==> src/rtl/serial_add_pkg.sv <==
// Shared types and defaults for the bit-serial adder controller.
package serial_add_pkg;

    localparam int DEFAULT_WIDTH = 8;

    typedef enum logic [1:0] {
        IDLE = 2'd0,
        RUN  = 2'd1,
        DONE = 2'd2
    } state_e;

endpackage

==> src/rtl/serial_add_ctrl_if.sv <==
// Operand/result bundle of the serial adder. Handshake: the master raises start with a/b;
// the request is taken only while busy and done are both low, and done pulses once per result.
interface serial_add_ctrl_if #(
    parameter int WIDTH = serial_add_pkg::DEFAULT_WIDTH
) ();
    import serial_add_pkg::*;

    logic             start;
    logic [WIDTH-1:0] a;
    logic [WIDTH-1:0] b;
    logic             busy;
    logic             done;
    logic [WIDTH-1:0] sum;
    logic             cout;
    state_e           state;

    modport master (
        output start, a, b,
        input  busy, done, sum, cout, state
    );

    modport slave (
        input  start, a, b,
        output busy, done, sum, cout, state
    );

endinterface

==> src/rtl/serial_fa_slice.sv <==
// Combinational 1-bit full adder made of two half-adder cells and an OR.
module serial_fa_slice (
    input  logic x,
    input  logic y,
    input  logic cin,
    output logic s,
    output logic co
);

    logic s1;
    logic c1;
    logic c2;

    serial_half_adder u_ha0 (.x(x),  .y(y),   .s(s1), .c(c1));
    serial_half_adder u_ha1 (.x(s1), .y(cin), .s(s),  .c(c2));

    assign co = c1 | c2;

endmodule

==> src/rtl/serial_half_adder.sv <==
// One-bit half-adder cell.
module serial_half_adder (
    input  logic x,
    input  logic y,
    output logic s,
    output logic c
);

    assign s = x ^ y;
    assign c = x & y;

endmodule

==> src/rtl/serial_add_ctrl.sv <==
// Bit-serial WIDTH-bit adder: one shared full-adder slice consumes one operand bit per cycle, LSB first.
module serial_add_ctrl
    import serial_add_pkg::*;
#(
    parameter int WIDTH = DEFAULT_WIDTH
) (
    input  logic                clk,
    input  logic                rst,
    serial_add_ctrl_if.slave    bus
);

    localparam int             CW   = $clog2(WIDTH) + 1;
    localparam logic [CW-1:0]  LAST = CW'(WIDTH - 1);

    state_e           state_q, state_d;
    logic [WIDTH-1:0] opa_q, opa_d;
    logic [WIDTH-1:0] opb_q, opb_d;
    logic [WIDTH-1:0] res_q, res_d;
    logic [WIDTH-1:0] sum_q, sum_d;
    logic [CW-1:0]    cnt_q, cnt_d;
    logic             carry_q, carry_d;
    logic             cout_q, cout_d;
    logic             busy_q, busy_d;
    logic             done_q, done_d;

    logic             fa_s;
    logic             fa_co;
    logic [WIDTH-1:0] res_next;

    serial_fa_slice u_fa (
        .x   (opa_q[0]),
        .y   (opb_q[0]),
        .cin (carry_q),
        .s   (fa_s),
        .co  (fa_co)
    );

    // Result fills from the top so the first (LSB) slice output ends at bit 0 after WIDTH shifts.
    assign res_next = WIDTH'({fa_s, res_q} >> 1);

    always_comb begin
        state_d = state_q;
        opa_d   = opa_q;
        opb_d   = opb_q;
        res_d   = res_q;
        sum_d   = sum_q;
        cnt_d   = cnt_q;
        carry_d = carry_q;
        cout_d  = cout_q;
        case (state_q)
            IDLE: begin
                if (bus.start) begin
                    opa_d   = bus.a;
                    opb_d   = bus.b;
                    carry_d = 1'b0;
                    cnt_d   = '0;
                    state_d = RUN;
                end
            end
            RUN: begin
                opa_d   = opa_q >> 1;
                opb_d   = opb_q >> 1;
                res_d   = res_next;
                carry_d = fa_co;
                cnt_d   = cnt_q + CW'(1);
                if (cnt_q == LAST) begin
                    sum_d   = res_next;
                    cout_d  = fa_co;
                    state_d = DONE;
                end
            end
            DONE:    state_d = IDLE;
            default: state_d = IDLE;
        endcase
        busy_d = (state_d == RUN);
        done_d = (state_d == DONE);
    end

    always_ff @(posedge clk) begin
        if (rst) begin
            state_q <= IDLE;
            opa_q   <= '0;
            opb_q   <= '0;
            res_q   <= '0;
            sum_q   <= '0;
            cnt_q   <= '0;
            carry_q <= 1'b0;
            cout_q  <= 1'b0;
            busy_q  <= 1'b0;
            done_q  <= 1'b0;
        end else begin
            state_q <= state_d;
            opa_q   <= opa_d;
            opb_q   <= opb_d;
            res_q   <= res_d;
            sum_q   <= sum_d;
            cnt_q   <= cnt_d;
            carry_q <= carry_d;
            cout_q  <= cout_d;
            busy_q  <= busy_d;
            done_q  <= done_d;
        end
    end

    assign bus.busy  = busy_q;
    assign bus.done  = done_q;
    assign bus.sum   = sum_q;
    assign bus.cout  = cout_q;
    assign bus.state = state_q;

endmodule

==> src/flat_wrapper.sv <==
// flat-port wrapper written by rule: the top's interface ports become plain ports
module serial_add_ctrl_flat import serial_add_pkg::*;
#(
    parameter int WIDTH = DEFAULT_WIDTH
)
  (clk, rst, bus_start, bus_a, bus_b, bus_busy, bus_done, bus_sum, bus_cout, bus_state);
  serial_add_ctrl_if #(.WIDTH(WIDTH)) bus_i ();
  input  logic clk;
  input  logic rst;
  input wire logic [$bits(bus_i.start)-1:0] bus_start;
  input wire logic [$bits(bus_i.a)-1:0] bus_a;
  input wire logic [$bits(bus_i.b)-1:0] bus_b;
  output wire logic [$bits(bus_i.busy)-1:0] bus_busy;
  output wire logic [$bits(bus_i.done)-1:0] bus_done;
  output wire logic [$bits(bus_i.sum)-1:0] bus_sum;
  output wire logic [$bits(bus_i.cout)-1:0] bus_cout;
  output wire logic [$bits(bus_i.state)-1:0] bus_state;
  assign bus_i.start = bus_start;
  assign bus_i.a = bus_a;
  assign bus_i.b = bus_b;
  assign bus_busy = bus_i.busy;
  assign bus_done = bus_i.done;
  assign bus_sum = bus_i.sum;
  assign bus_cout = bus_i.cout;
  assign bus_state = bus_i.state;
  serial_add_ctrl #(.WIDTH(WIDTH)) u_core (.clk(clk), .rst(rst), .bus(bus_i));
endmodule
==> config.mk <==
export PLATFORM = sky130hd
export DESIGN_NAME = serial_add_ctrl_flat
export DESIGN_NICKNAME = d
export VERILOG_FILES = /design/src/rtl/serial_add_pkg.sv /design/src/rtl/serial_add_ctrl_if.sv /design/src/rtl/serial_fa_slice.sv /design/src/rtl/serial_half_adder.sv /design/src/rtl/serial_add_ctrl.sv /design/src/flat_wrapper.sv
export SDC_FILE = /design/constraint.sdc
export NUM_CORES = 1
export LEC_CHECK = 0
export BUFFER_PORTS_ARGS = -buffer_cell sky130_fd_sc_hd__buf_2
export CAP_MARGIN = 20
export CELL_PAD_IN_SITES_DETAIL_PLACEMENT = 1
export CELL_PAD_IN_SITES_GLOBAL_PLACEMENT = 2
export CORE_MARGIN = 5
export CORE_UTILIZATION = 31
export CTS_BUF_LIST = sky130_fd_sc_hd__clkbuf_2 sky130_fd_sc_hd__clkbuf_4 sky130_fd_sc_hd__clkbuf_8
export CTS_CLUSTER_SIZE = 8
export DETAILED_ROUTE_END_ITERATION = 6
export PLACE_DENSITY_LB_ADDON = 0.3
export REMOVE_ABC_BUFFERS = 1
export SYNTH_ARGS = -nofsm -noshare
export SYNTH_HDL_FRONTEND = slang
export SYNTH_SLANG_ARGS = --single-unit
==> constraint.sdc <==
create_clock -name clk -period 1.3 [get_ports clk]
set_input_delay 0.13 -clock clk [delete_from_list [all_inputs] [get_ports clk]]
set_output_delay 0.13 -clock clk [all_outputs]
set_load 0.01 [all_outputs]
==> results.yml <==
floorplanning:
  dieWidth_um: 83.21
  die_h_um: 83.21
  start_util_pct: 32.12
  core-area_um2: 5172
  die_area_um2: 6924
  core.rowCount: 26
  io_pins: 32
layout:
  final_nets: 238
  stdcell_area_um2: 2086
  diodes: 0
  drive_gt1_share_pct: 32.26
  syn2layout_area_growth_pct: 25.53
  fillerInstances: 607
synth:
  synth.area.top_cells: "dfxtp_1, a211oi_1, a21bo_2"
  synth_edf_count: 0
  synth-xor-area-share_pct: 0
  synthSimpleGateAreaFrac_pct: 15.06
  yosysUniqueCellTypes: 27
  synth_top_family_by_area: "compound AO/OA/AOI/OAI gates"
  synthAdderAreaFrac_pct: 1.958
  synth_common_cells: "dfxtp_1, nor2_1, nand2_1"
  synth_top_area_share_pct: 49.40
  post-synth-top-count-cell: "dfxtp_1"
  synth_compound_area_share_pct: 27.11
  postSynth.asyncResetShare_pct: 0
  yosysWarnings: 0
  synth-seq-area-share_pct: 49.40
  syn_inst: 183
  synth_area_leader_cell: "dfxtp_1"
  synthFlopType: "dfxtp_1"
  synthMuxAreaShare_pct: 0.6024
  avgSynthCellArea_um2: 9.080
  syn_area_um2: 1662
  ys_ff_latch: 41
global_routing:
  grt_overflow_total: 0
  grt_use_total_pct: 12.03
  grt_max_degree: 42
  grt_pass1_wl_mm: 6.879
  grt_pass1_vias: 1549
  antenna_found_initial: 0
run_status:
  status: "completed"
clock_network:
  hold_buffers: 0
  h-tree-depth: 2
  clk_pin_slew_ps: 80
  insertion_delay_ps: 290
  clk_path_buf_depth: 2
  cts-root-buf: "clkbuf_8"
  cts_sinks: 41
  cts_tree: "built"
  cts_buffers: 5
critical_path:
  r2r_cells: 5
  critical_path_buf_inv_count: 1
  cp-endpoint: "u_core.bus.sum[5]"
  startpoint_type: "register"
  slowest_delay_ps: 320
  crit_chain: "ha_2 > and3b_2 > buf_12 > a21bo_2 > a21oi_1"
  cpLargestDelayFamily: "flip-flops"
  arrival_ps: 1480
  rr_startpoint: "u_core.cnt_q[0]"
  slowest_stage: "dfxtp_2"
  cp.required_ps: 1520
  critPathKind: "register to register"
  reg2reg_to: "u_core.bus.sum[5]"
  cp.depth: 5
  reg2reg_slack_ps: 50
  cp_max_fo: 21
  end_kind: "register"
  startpoint: "u_core.cnt_q[0]"
sta:
  setup_violations: 0
  fin_skew_ps: 4.845
  min_period_ps: 1251
  finalHoldViolations: 0
  max_freq_mhz: 799.5
  relSlewSlack_pct: 69.79
  rsz0062_at_grt: "yes"
  maxSlewViolCount: 0
  hold_slack_ps: 77.66
  finalCritPeriodShare_pct: 96.22
  fin_ws_ps: 49.18
  worstMarginPinSlew_ps: 452.6
route:
  wl_mm: 3.947
  drt_iter0_drc: 42
  ant_nets: 0
  drc: 0
  vias_per_cell: 5.017
  via_count: 1440
  drt-pass1-iter-count: 4
  post_drt_wl_per_cell_um: 13.75
placed_design:
  dpl_cell_area_um2: 1947
  port_buffers: 31
  post-place-ws_ps: 29.73
  place_congestion: 0.7188
  dp_hpwl_mm: 2.669
pwr:
  p_per_area_nw_per_um2: 1247
  max-vdd-ir-drop_v: 0.0004754
  p_total_uw: 2602
  p_leak_uw: 0.0008328
min_path:
  hp-class: "input port to register"
  holdPathStages: 3
run:
  cap_violations: 0
worst min-delay path by stage:
stage	from	endpoint	slack, ps
2_1_floorplan	rst	u_core.bus.cout	200
3_3_place_gp	bus_b[7]	u_core.opb_q[7]	370
3_5_place_dp	bus_a[7]	u_core.opa_q[7]	380
4_1_cts	bus_a[7]	u_core.opa_q[7]	70
5_1_grt	bus_a[7]	u_core.opa_q[7]	110
6_report	bus_a[7]	u_core.opa_q[7]	80
cells by family after synthesis:
logic type | after synthesis
multiplexers | 1
adder cells (fa/ha/maj) | 2
AO/OA/AOI/OAI | 64
AND/OR/NAND/NOR | 57
buffers and inverters | 18
flip-flops | 41
per-stage QoR:
stage,TNS (ps),instances,util [%]
after floorplan,-3513,167,-
after global placement,0,279,37.64
after detailed placement,0,279,37.64
after CTS,0,286,39.65
after global routing,-31.55,287,40.32
final,0,287,40.32
repair_timing:
action / 4_1_cts / 5_1_grt
gates resized for setup: 0 / 10
endpoints found under the setup margin: 0 / 25
setup buffers: 0 / 1
cell usage in the layout (no fill, tap or decap), drive strengths merged:
| master | Yosys | final |
|---|---|---|
| a211oi | 16 | 16 |
| a21bo | 9 | 9 |
| a21oi | 17 | 17 |
| a22oi | 4 | 4 |
| a31oi | 1 | 1 |
| and2b | 1 | 1 |
| and3b | 1 | 1 |
| buf | 8 | 43 |
| bufinv | 0 | 1 |
| clkbuf | 8 | 5 |
| clkinv | 0 | 1 |
| dfxtp | 41 | 41 |
| fa | 1 | 1 |
| ha | 1 | 1 |
| inv | 2 | 2 |
| mux2i | 1 | 1 |
| nand2 | 19 | 19 |
| nand2b | 2 | 2 |
| nand3 | 11 | 11 |
| nor2 | 21 | 21 |
| nor3b | 1 | 1 |
| o21ba | 1 | 1 |
| o21bai | 1 | 1 |
| o22ai | 14 | 14 |
| o32a | 1 | 1 |
| or3 | 1 | 1 |
area by class of cell:
type / instances / area (µm²) / share of cell area [%]
flip-flops and latches: 41 / 825.8 / 39.59
clock buffers: 5 / 68.82 / 3.299
clock inverters: 2 / 35.03 / 1.680
well taps: 70 / 87.58 / 4.199
repair buffers: 43 / 295.3 / 14.16
inverters: 2 / 7.507 / 0.3599
multi-input cells: 124 / 765.7 / 36.71
worst reg2reg max path, cell delays in order (launching register included):
cell and delay [ps]:
dfxtp_2 320, ha_2 180, and3b_2 210, buf_12 160, a21bo_2 190, a21oi_1 130
power by group:
part,total (µW),switching (µW),internal [µW]
Clock,981,423,558
Combinational,278,147,131
Sequential,1340,32.3,1310
Total,2600,602,2000
layer usage:
layer  wire, µm  global-route usage [%]  share of wire [%]  vias up
met1       1818                   13.55                 46      684
met5          0                       0                  0        -
li1           -                       -                  -      720
met4         46                   4.755                1.2        0
met3        219                   3.960                5.5        5
met2       1863                   20.85                 47       31
registers in the layout, summed over array words and instances (netlist names):
name and count:
u_core.bus.busy 1, u_core.bus.cout 1, u_core.bus.done 1, u_core.bus.state 2
u_core.bus.sum 8, u_core.carry_q 1, u_core.cnt_q 4, u_core.opa_q 8
u_core.opb_q 8, u_core.res_q 7
(Power assumes the default switching activity.)
